## config.mk

```make
export PLATFORM = sky130hd
export DESIGN_NAME = spm_seq_mult
export DESIGN_NICKNAME = d
export VERILOG_FILES = /design/src/rtl/spm_seq_mult.sv
export SDC_FILE = /design/constraint.sdc
export NUM_CORES = 1
export LEC_CHECK = 0
export ABC_CLOCK_PERIOD_IN_PS = 7100
export CAP_MARGIN = 20
export CORE_ASPECT_RATIO = 0.5
export CORE_UTILIZATION = 61
export DETAILED_ROUTE_END_ITERATION = 6
export GPL_TIMING_DRIVEN = 0
export PLACE_DENSITY_LB_ADDON = 0.12
export SYNTH_ARGS = -nofsm -noshare
export SYNTH_HDL_FRONTEND = slang
export SYNTH_SLANG_ARGS = --single-unit
```

## constraint.sdc

```tcl
create_clock -name clk -period 7.1 [get_ports clk]
set_input_delay 0.71 -clock clk [delete_from_list [all_inputs] [get_ports clk]]
set_output_delay 0.71 -clock clk [all_outputs]
set_load 0.01 [all_outputs]
```

## src/rtl/spm_seq_mult.sv

```systemverilog
// Serial-parallel multiplier: a chain of carry-save cells consumes one multiplier bit per
// cycle, streams the product LSB-first and then presents it in parallel under a start/ready handshake.
module spm_seq_mult #(
    parameter int WIDTH     = 8,
    parameter bit SIGNED_EN = 1'b1
) (
    input  logic                 clk,
    input  logic                 rst,
    input  logic                 start,
    input  logic                 mode_signed,
    input  logic [WIDTH-1:0]     x,
    input  logic [WIDTH-1:0]     y,
    output logic                 ready,
    output logic                 busy,
    output logic                 pbit,
    output logic                 pbit_valid,
    output logic                 done,
    output logic [2*WIDTH-1:0]   p
);

    localparam int N  = SIGNED_EN ? 2 * WIDTH : WIDTH;
    localparam int PW = 2 * WIDTH;
    localparam int CW = $clog2(PW);
    localparam logic [CW-1:0] CNT_LAST = CW'(PW - 1);

    typedef enum logic [1:0] {
        ST_IDLE = 2'd0,
        ST_RUN  = 2'd1,
        ST_DONE = 2'd2
    } state_e;

    state_e            state_q, state_d;
    logic [CW-1:0]     cnt_q, cnt_d;
    logic [N-1:0]      xe_q, xe_d;
    logic [WIDTH-1:0]  ysh_q, ysh_d;
    logic              mode_q, mode_d;
    logic [N-1:0]      sum_q, sum_d;
    logic [N-1:0]      sc_q, sc_d;
    logic [PW-1:0]     prod_q, prod_d;
    logic [PW-1:0]     p_q, p_d;
    logic              pbit_q, pbit_d;
    logic              pbit_valid_q, pbit_valid_d;
    logic              done_q, done_d;
    logic              ready_q, ready_d;
    logic              busy_q, busy_d;

    logic              accept_s;
    logic              mode_eff_s;
    logic [N-1:0]      xe_ext_s;
    logic [N-1:0]      addend_s;
    logic [N-1:0]      sum_in_s;
    logic [N-1:0]      csa_sum_s;
    logic [N-1:0]      csa_carry_s;
    logic [WIDTH-1:0]  ysh_shift_s;

    assign accept_s = start && (state_q != ST_RUN);

    // Datapath: operand extension, multiplier-bit serialiser and the carry-save cell chain
    always_comb begin
        mode_eff_s = mode_signed & SIGNED_EN;
        xe_ext_s = {N{mode_eff_s & x[WIDTH-1]}};
        xe_ext_s[WIDTH-1:0] = x;
        // Arithmetic right shift in signed mode keeps supplying y's sign bit once y is exhausted.
        ysh_shift_s = ysh_q >> 1'b1;
        ysh_shift_s[WIDTH-1] = mode_q & ysh_q[WIDTH-1];
        addend_s = xe_q & {N{ysh_q[0]}};
        sum_in_s = sum_q >> 1'b1;
        csa_sum_s = addend_s ^ sum_in_s ^ sc_q;
        csa_carry_s = (addend_s & sum_in_s) | (addend_s & sc_q) | (sum_in_s & sc_q);
    end

    // Controller next-state and register next values
    always_comb begin
        state_d      = state_q;
        cnt_d        = accept_s ? {CW{1'b0}} : cnt_q;
        xe_d         = accept_s ? xe_ext_s : xe_q;
        ysh_d        = accept_s ? y : ysh_q;
        mode_d       = accept_s ? mode_eff_s : mode_q;
        sum_d        = accept_s ? {N{1'b0}} : sum_q;
        sc_d         = accept_s ? {N{1'b0}} : sc_q;
        prod_d       = accept_s ? {PW{1'b0}} : prod_q;
        p_d          = p_q;
        pbit_d       = 1'b0;
        pbit_valid_d = 1'b0;
        done_d       = 1'b0;
        case (state_q)
            ST_IDLE: begin
                state_d = accept_s ? ST_RUN : ST_IDLE;
            end
            ST_RUN: begin
                sum_d        = csa_sum_s;
                sc_d         = csa_carry_s;
                ysh_d        = ysh_shift_s;
                pbit_d       = csa_sum_s[0];
                pbit_valid_d = 1'b1;
                prod_d       = {csa_sum_s[0], prod_q[PW-1:1]};
                cnt_d        = cnt_q + CW'(1);
                if (cnt_q == CNT_LAST) begin
                    state_d = ST_DONE;
                end else begin
                    state_d = ST_RUN;
                end
            end
            ST_DONE: begin
                // The parallel result and done pulse land on the edge leaving DONE, so a
                // start accepted here overlaps with them and the next run has no gap.
                done_d  = 1'b1;
                p_d     = prod_q;
                state_d = accept_s ? ST_RUN : ST_IDLE;
            end
            default: begin
                state_d = ST_IDLE;
            end
        endcase
        ready_d = (state_d != ST_RUN);
        busy_d  = (state_d == ST_RUN);
    end

    // State and datapath registers
    always_ff @(posedge clk or posedge rst) begin
        if (rst) begin
            state_q      <= ST_IDLE;
            cnt_q        <= {CW{1'b0}};
            xe_q         <= {N{1'b0}};
            ysh_q        <= {WIDTH{1'b0}};
            mode_q       <= 1'b0;
            sum_q        <= {N{1'b0}};
            sc_q         <= {N{1'b0}};
            prod_q       <= {PW{1'b0}};
            p_q          <= {PW{1'b0}};
            pbit_q       <= 1'b0;
            pbit_valid_q <= 1'b0;
            done_q       <= 1'b0;
            ready_q      <= 1'b1;
            busy_q       <= 1'b0;
        end else begin
            state_q      <= state_d;
            cnt_q        <= cnt_d;
            xe_q         <= xe_d;
            ysh_q        <= ysh_d;
            mode_q       <= mode_d;
            sum_q        <= sum_d;
            sc_q         <= sc_d;
            prod_q       <= prod_d;
            p_q          <= p_d;
            pbit_q       <= pbit_d;
            pbit_valid_q <= pbit_valid_d;
            done_q       <= done_d;
            ready_q      <= ready_d;
            busy_q       <= busy_d;
        end
    end

    assign ready      = ready_q;
    assign busy       = busy_q;
    assign pbit       = pbit_q;
    assign pbit_valid = pbit_valid_q;
    assign done       = done_q;
    assign p          = p_q;

endmodule

```

==> qor.csv <==
stage,metric,value,unit
floorplan,die-area,6910,um^2
setup_path,worstSetupPathType,flop to output port,
setup_path,cp-startpoint,ready$_DFF_PP1_,
power,clkPwrFrac,24.1,%
routing,drcViolationCount,0,
floorplan,start_util,64.5,%
status,status,finished clean,
floorplan,fp.coreArea,6210,um^2
clock_tree,holdBufCountCts,0,
routing,ant_nets,0,
floorplan,pin_count,41,
yosys,synth_common_cells,"dfrtp_1 (91), nand2_1 (54), nand3_1 (48), o21ai_0 (39), inv_1 (31)",
final_layout,drive_gt1_share,13.8,%
power,power.switching,652,uW
yosys,yosysTopAreaCell,dfrtp_1,
clock_tree,clock_sinks,92,
sta,grt_setup_unrepaired,false,
clock_tree,htree_num_levels,3,
yosys,synth_top_family_by_area,simple AND/OR/NAND/NOR gates,
setup_path,worstSetupEndpoint,ready,
routing,dr.pass1.iters,5,
yosys,synth_xor_xnor_area_share,0,%
yosys,synth_compound_area_share,6.28,%
setup_path,reg2reg_from,ysh_q[0]$_DFFE_PP0P_,
setup_path,reg2reg_to,sum_q[10]$_DFFE_PP0P_,
sta,setup_viol,0,
worst_hold_path,worstHoldStart,ysh_q[4]$_DFFE_PP0P_,
yosys,synth.area.top_cells,"dfrtp_1 (57%), fa_1 (7.5%), mux2_2 (7.0%)",
floorplan,fp.dieH,59.3,um
sta,fin_skew,0.00501,ns
place,dp_worst_setup_slack,5.22,ns
sta,fmax,480,MHz
final_layout,antenna_cells,0,
clock_tree,cts_resized,0,
setup_path,critPathLaunchType,flop,
yosys,ys_seq_area_share,57.5,%
clock_tree,cts_tree,built,
power,p_sw_share,34.1,%
sta,fin_ws,5.02,ns
power,combPwrFrac,32.2,%
power,power.internal,1.26,mW
job,cap_violations,0,
sta,layout_min_cycle_time,2.08,ns
grt,antenna_found_initial,0,
floorplan,die_width,117,um
setup_path,slowest_delay,0.52,ns
setup_path,endpoint_kind,output port,
sta,slew_viol_final,0,
place,numPortBuffers,39,
setup_path,ff2ff_path_depth,5,
yosys,synthSimpleGateAreaFrac,12.6,%
yosys,ys.warnings.count,0,
setup_path,cpLargestDelayFamily,buffers and inverters,
power,leakage,2.11,nW
yosys,synth_ff_type,dfrtp_1,
routing,dr.first_iter.drc_count,216,
sta,period_share,29.3,%
setup_path,worstPathCellList,clkdlybuf4s50_1,
yosys,synth.most_common_cell,dfrtp_1,
setup_path,required,6.39,ns
grt,grt.total_usage,28.4,%
setup_path,regToRegSetupSlack,5.23,ns
grt,grt_pass1_vias,2924,
yosys,synth-seq-cells,92,
yosys,synth_mux_area_share,9.40,%
yosys,async_reset_ff_share,100,%
power,power_frac_seq,43.7,%
yosys,synth-edff-count,0,
yosys,synthesis.area,4010,um^2
setup_path,worst-path-stages,1,
clock_tree,clk_pin_slew_worst_paths,0.06,ns
yosys,synthAdderAreaFrac,8.12,%
power,ir_drop,280,uV
yosys,synth_top_area_share,56.9,%
routing,wirelength,8310,um
yosys,synthCells,358,
sta,worst_pin_slew,0.536,ns
clock_tree,clk_latency,0.34,ns
clock_tree,cts-root-buf,clkbuf_16,
final_layout,syn_to_final_growth,20.3,%
final_layout,nNetsFinal,446,
grt,grt_pass1_wl,14100,um
setup_path,arrival,1.37,ns
floorplan,row_count,20,
sta,max_slew_margin,64.2,%
place,dpl.hpwl,5520,um
setup_path,cp_num_buf_inv,1,
yosys,avgSynthCellArea,11.2,um^2
routing,vias,2800,
yosys,syn_nets,395,
sta,tns,0,ns
worst_hold_path,min_path_type,flop to flop,
routing,viasPerCell,5.59,
setup_path,slowest_stage,clkdlybuf4s50_1,
clock_tree,clk_path_buf_depth,2,
power,powerDensity,396,nW/um^2
place,globalplace.congestion,0.768,
clock_tree,cts_made_buffers,9,
sta,finalHoldViolations,0,
clock_tree,cts_setup_buffers,0,
routing,wire_per_inst,16.6,um
grt,grt_max_degree,53,
setup_path,path_max_fanout,1,
grt,grt-ovfl-total,0,
yosys,ys_types,28,
-- routing by layer --
| metal | up-vias | global-route usage [%] | wire (um) | share of wire [%] |
|---|---|---|---|---|
| met5 | - | 0 | 0 | 0 |
| met4 | 0 | 9.95 | 148 | 1.8 |
| met3 | 21 | 9.00 | 469 | 5.6 |
| met2 | 76 | 46.9 | 4090 | 49 |
| met1 | 1425 | 36.2 | 3590 | 43 |
| li1 | 1278 | - | - | - |
-- how the worst min path moves through the flow --
stage	to	slack, ns	cells past startpoint
3_5_place_dp	ysh_q[5]$_DFFE_PP0P_	0.47	2
5_1_grt	ysh_q[7]$_DFFE_PP0P_	0.52	1
4_1_cts	ysh_q[1]$_DFFE_PP0P_	0.50	2
3_3_place_gp	ysh_q[5]$_DFFE_PP0P_	0.46	2
2_1_floorplan	ysh_q[0]$_DFFE_PP0P_	0.45	2
6_report	ysh_q[3]$_DFFE_PP0P_	0.49	2
-- cells by family after synthesis --
| kind of cell | Yosys count |
|---|---|
| and+or+nand+nor | 113 |
| DFF | 92 |
| muxes | 34 |
| buffers and inverters | 56 |
| AOI/OAI and AO/OA | 46 |
| adders and majority gates | 17 |
-- stage by stage --
| step | std cells | util, % | hold WS [ns] | power, mW | area (um^2) |
|---|---|---|---|---|---|
| after global routing | 501 | 77.6 | 0.524 | 2.04 | 4820 |
| after detailed placement | 486 | 73.1 | 0.475 | 1.45 | 4540 |
| after CTS | 501 | 77.6 | 0.496 | 1.92 | 4820 |
| after floorplan | 358 | - | 0.449 | 1.20 | 4010 |
| final | 501 | 77.6 | 0.488 | 1.91 | 4820 |
| after global placement | 485 | 72.6 | 0.463 | 1.39 | 4510 |
-- registers in the layout, indices dropped and copies added (netlist names), 2 cells and up --
name     count
sc_q        16
ysh_q        8
state_q      2
xe_q         9
prod_q      15
p           16
cnt_q        4
sum_q       16
-- placed cells by master, fill, tap and decap left out, types with 2 or more instances in the layout --
cell / instances
a21o_1: 2
and2_1: 2
buf_2: 6
buf_4: 3
buf_6: 2
clkbuf_1: 13
clkbuf_16: 9
clkdlybuf4s50_1: 39
clkinv_2: 3
dfrtp_1: 91
fa_1: 15
ha_1: 2
inv_1: 30
inv_2: 2
mux2_2: 25
mux2i_1: 8
nand2_1: 54
nand2b_1: 2
nand3_1: 48
nor2_1: 3
o21ai_0: 39
o31ai_1: 2
-- power groups by stage --
stage               Combinational (mW)  Sequential (mW)  Clock [mW]
global route                     0.698            0.855       0.491
detailed placement               0.609            0.837           0
floorplan                        0.379            0.823           0
CTS                              0.621            0.830       0.465
finish                           0.615            0.835       0.460
global placement                 0.564            0.823           0
-- cell type report --
| type | count | area (um^2) |
|---|---|---|
| tap | 88 | 110 |
| clock inverter | 5 | 53.8 |
| buffer | 23 | 120 |
| sequential | 92 | 2300 |
| multi-input combinational | 210 | 1460 |
| fill | 409 | 1390 |
| inverter | 33 | 126 |
| clock buffer | 10 | 229 |
| timing repair buffer | 40 | 418 |
(Power assumes the default switching activity.)
==> patch 1, RTL diff (same flow settings) <==
The parameter `WIDTH` goes from 8 to 4.
--- a/src/rtl/spm_seq_mult.sv
+++ b/src/rtl/spm_seq_mult.sv
@@ -3,3 +3,3 @@
 module spm_seq_mult #(
-    parameter int WIDTH     = 8,
+    parameter int WIDTH     = 4,
     parameter bit SIGNED_EN = 1'b1
Ports: changed (resized p, x and y); port bits go from 41 to 25. No check against the original RTL was run, so the function may have changed too.
==> patch 1 against the unedited design <==
Design area fell by 46%. Fmax rose by 0.47%. Non-clock buffer count fell by 28. Area after synthesis fell by 46%. Worst hold slack improved by 4.8 ps. Clock power fell by 56%. Cell count fell by 46%. Sequential share of layout area rose by 1.4 points. Clock skew rose by 7.1 ps. Power fell by 47%. Sequential cell count fell by 41. Setup slack improved by 9.8 ps. Routed wire length fell by 51%. Critical path type unchanged. Highest routed layer unchanged.
==> patch 1: results (changes against the unedited design) <==
Cells and area
  – Multi-input gates: 112 (-47%)
  – Post-layout nets: 245 (-45%)
  – Finished Cell Area: 2600 um^2 (-46%)
  – Register Area: 1280 um^2 (-45%)
  – Buffers, non-clock: 35 (-44%)
  – Multi-input gate area: 769 um^2 (-47%)
  – Inverters: 18 (-45%)
  – Clock buffer count: 5 (-5)
  – Non-clock buffering overhead: 0.118 (+0.00593)

Place
  – Pre-CTS WS: 5370 ps (+146 ps)
  – Dpl cell area: 2480 um^2 (-45%)
  – Post-Place Cells: 264 (-46%)
  – RePlAce Congestion: 0.752 (-2.1%)
  – # port buffers: 23 (-41%)

Timing
  – Actual slew at the worst max-slew pin: 462 ps (-74.2 ps)
  – Layout Skew: 12.1 ps (+7.06 ps)

Yosys
  – Dominant cells by area after synthesis: dfrtp_1, fa_1, nand3_1
  – Most frequent cells after synthesis: dfrtp_1, nand2_1, nand3_1
  – Syn Inst Count: 192 (-46%)
  – Syn nets: 214 (-46%)
  – Synth cell types: 23 (-18%)
  – Post-synthesis mux area share: 0.0859 (-0.00810)
  – Compound-Gate Fraction of Synth Area: 0.0594 (-0.00339)
  – Register area share after synthesis: 0.589 (+0.0137)

Clocking
  – Root Buffer: clkbuf_8
  – H-Tree Depth: 2 (-1)
  – Worst-Skew Late Latency: 310 ps (-30 ps)
  – Total clock sinks: 51 (-45%)

GRT
  – Number of global-route vias before repair: 1552 (-47%)
  – Total GRT Usage: 0.258 (-0.0261)
  – Met2 Usage GRT: 0.459 (-0.0104)
  – Grt met3 use: 0.0634 (-0.0265)
  – Pin count of the biggest net entering global routing: 38 (-28%)
  – Global-route wire length before repair: 7170 um (-49%)

Worst setup path
  – Crit-path leading delay family: flip-flops
  – Reg2reg path depth: 4 (-1)
  – Crit-path slowest cell: dfstp_2

Power
  – Sw Share: 0.346 (+0.00455)
  – Total power: 1.01 mW (-47%)
  – Worst VDD drop: 0.208 mV (-26%)
  – Clk. pwr: 204 uW (-56%)
  – P_seq: 463 uW (-45%)

Routing
  – DR vias: 1479 (-47%)
  – Iteration count of the initial detailed-routing pass: 4 (-1)
  – Post-route met1 wirelength: 1800 um (-50%)
  – DR iter-0 viols: 85 (-61%)
  – Detail Route met3 WL: 180 um (-62%)
  – Avg WL per Cell: 15.0 um (-9.7%)
  – Met2 wire len: 2050 um (-50%)

Outcome
  – Outcome: finished, final reports clean
-- patch 1: cell types whose count changed after synthesis, moves of 8 or more --
cell / change
dfrtp_1: -41
nand2_1: -24
nand3_1: -24
o21ai_0: -24
mux2_2: -17
inv_1: -15
clkbuf_1: -10
fa_1: -8
-- patch 1: worst paths after layout --
kind,from,end,slack [ps]
worst min-delay path,ysh_q[2]$_DFFE_PP0P_,ysh_q[1]$_DFFE_PP0P_,490
worst min register to register,ysh_q[2]$_DFFE_PP0P_,ysh_q[1]$_DFFE_PP0P_,490
max in group asynchronous,rst,ysh_q[0]$_DFFE_PP0P_,5930
worst max-delay path,ready$_DFF_PP1_,ready,5030
min in group asynchronous,rst,busy$_DFF_PP0_,660
worst max register to register,ysh_q[0]$_DFFE_PP0P_,sum_q[0]$_DFFE_PP0P_,5580
-- patch 1: cell families after synthesis --
kind of cell / count (synthesis)
simple gates: 61
buf+inv: 29
mux: 17
compound gates: 24
fa+ha+maj: 10
flops: 51
==> patch 2, RTL diff (config.mk and constraints unchanged) <==
Made on the original files. Make the reset (`rst`) synchronous in one clocked block.
--- a/src/rtl/spm_seq_mult.sv
+++ b/src/rtl/spm_seq_mult.sv
@@ -119,3 +119,3 @@
     // State and datapath registers
-    always_ff @(posedge clk or posedge rst) begin
+    always_ff @(posedge clk) begin
         if (rst) begin
Function: differs if rst is asserted again (counterexample within 4 cycles, from zero or initial values and one cycle with rst high); with rst held inactive, the same outputs for 10 cycles.
==> patch 2 against the unedited design <==
Design area is 8.3% lower. Worst hold slack got worse by 36 ps. Setup slack improved by 150 ps. Area after synthesis down 9.9%. Synthesized cell count increased by 4.2%. Utilization grew 1.5 points. Fmax increased by 7.9%. Critical path type unchanged. Routed wire length down 10%. Sequential cell count is the same. Cell count did not move.
Power is not compared: it rests on default switching activity, and its combinational part moved more than twofold at a synthesized area within 25%.
==> patch 2: results (changes against the unedited design) <==
Yosys
  – Register area share after synthesis: 0.510 (-0.0647)
  – Xor and xnor area share after synthesis: 0.0340 (+0.0340)
  – Synth cell types: 34 (+21%)
  – Post-synthesis mux area share: 0.0194 (-0.0746)
  – Compound-Gate Fraction of Synth Area: 0.164 (+0.101)
  – Async SR Flop Fraction: 0 (-1.00)
  – Post-synth top flop: dfxtp_1

Outcome
  – Outcome: finished, final reports clean

Worst setup path
  – R2r endpoint: sum_q[13]$_SDFFE_PP0P_
  – Worst R2R Setup Slack: 5540 ps (+310 ps)
  – CP Launch Point: ready$_SDFF_PP1_
  – Critical Path AT: 1220 ps (-150 ps)
  – R2R Path Start: ysh_q[0]$_SDFFE_PP0P_

Routing
  – Iteration count of the initial detailed-routing pass: 4 (-1)
  – Routed vias/inst: 5.56 (-0.43%)
  – DR iter-0 viols: 164 (-24%)

Place
  – Hpwl dp: 5240 um (-5.1%)
  – Dpl cell area: 4090 um^2 (-9.8%)
  – RePlAce Congestion: 0.765 (-0.36%)

GRT
  – Total GRT Usage: 0.260 (-0.0240)
  – Number of global-route vias before repair: 2777 (-5.0%)
  – Global-route wire length before repair: 12700 um (-10%)
  – Pin count of the biggest net entering global routing: 18 (-66%)

Timing
  – Actual slew at the worst max-slew pin: 550 ps (+13.2 ps)
  – Layout Skew: 5.86 ps (+0.856 ps)
## patch 2: cell types whose count changed after synthesis, moves of 13 or more
cell	change
xnor2_1	+14
a22o_1	+29
inv_1	-16
nor2_1	+13
mux2_2	-25
dfxtp_1	+92
nand3_1	-46
o21ai_0	-21
dfrtp_1	-91
a21oi_1	+31
nand2_1	+22
## patch 2: how the worst min path moves through the flow
stage | startpoint | to | slack, ps | depth (start not counted)
6_report | p[8]$_SDFFE_PP0N_ | p[8]$_SDFFE_PP0N_ | 450 | 2
3_5_place_dp | p[11]$_SDFFE_PP0N_ | p[11]$_SDFFE_PP0N_ | 450 | 2
4_1_cts | p[11]$_SDFFE_PP0N_ | p[11]$_SDFFE_PP0N_ | 450 | 2
3_3_place_gp | sum_q[3]$_SDFFE_PP0P_ | sum_q[3]$_SDFFE_PP0P_ | 430 | 2
2_1_floorplan | sc_q[1]$_SDFFE_PP0P_ | sc_q[1]$_SDFFE_PP0P_ | 420 | 2
5_1_grt | p[8]$_SDFFE_PP0N_ | p[8]$_SDFFE_PP0N_ | 470 | 2
## patch 2: kinds of logic after synthesis
logic type                 Yosys count
muxes                                7
adders and majority gates           16
AOI/OAI and AO/OA                   91
DFF                                 92
xor gates and xnor gates            14
and+or+nand+nor                    112
buffers and inverters               41
## patch 2: cell type report
| type | instances | area, um^2 |
|---|---|---|
| sequential | 92 | 1840 |
| multi-input combinational | 240 | 1540 |
| fill | 383 | 1170 |
| timing repair buffer | 39 | 390 |
| clock buffer | 9 | 225 |
| buffer | 25 | 169 |
| clock inverter | 7 | 104 |
| tap | 73 | 91.3 |
| inverter | 16 | 60.1 |
## patch 2: report_power, final
group | switching (mW) | total [mW] | internal (mW)
logic | 0.0397 | 0.0705 | 0.0308
registers | 0.00606 | 0.532 | 0.526
clock network | 0.209 | 0.522 | 0.313
total | 0.255 | 1.12 | 0.870
## patch 2: routing by layer
| layer | up-vias | routed length, um | track usage |
|---|---|---|---|
| met5 | - | 0 | 0 |
| met1 | 1352 | 3270 | 0.297 |
| met3 | 13 | 385 | 0.0907 |
| met4 | 0 | 100 | 0.0895 |
| li1 | 1351 | - | - |
| met2 | 72 | 3710 | 0.460 |
## patch 2: metrics by stage
stage | hold slack [ps] | setup slack (ps) | total power, mW | std cells
global placement | 434 | 4930 | 0.609 | 485
CTS | 455 | 5160 | 1.13 | 501
floorplan | 424 | 5500 | 0.586 | 373
finish | 452 | 5170 | 1.12 | 501
global route | 471 | 5130 | 1.16 | 501
detailed placement | 446 | 4920 | 0.613 | 485
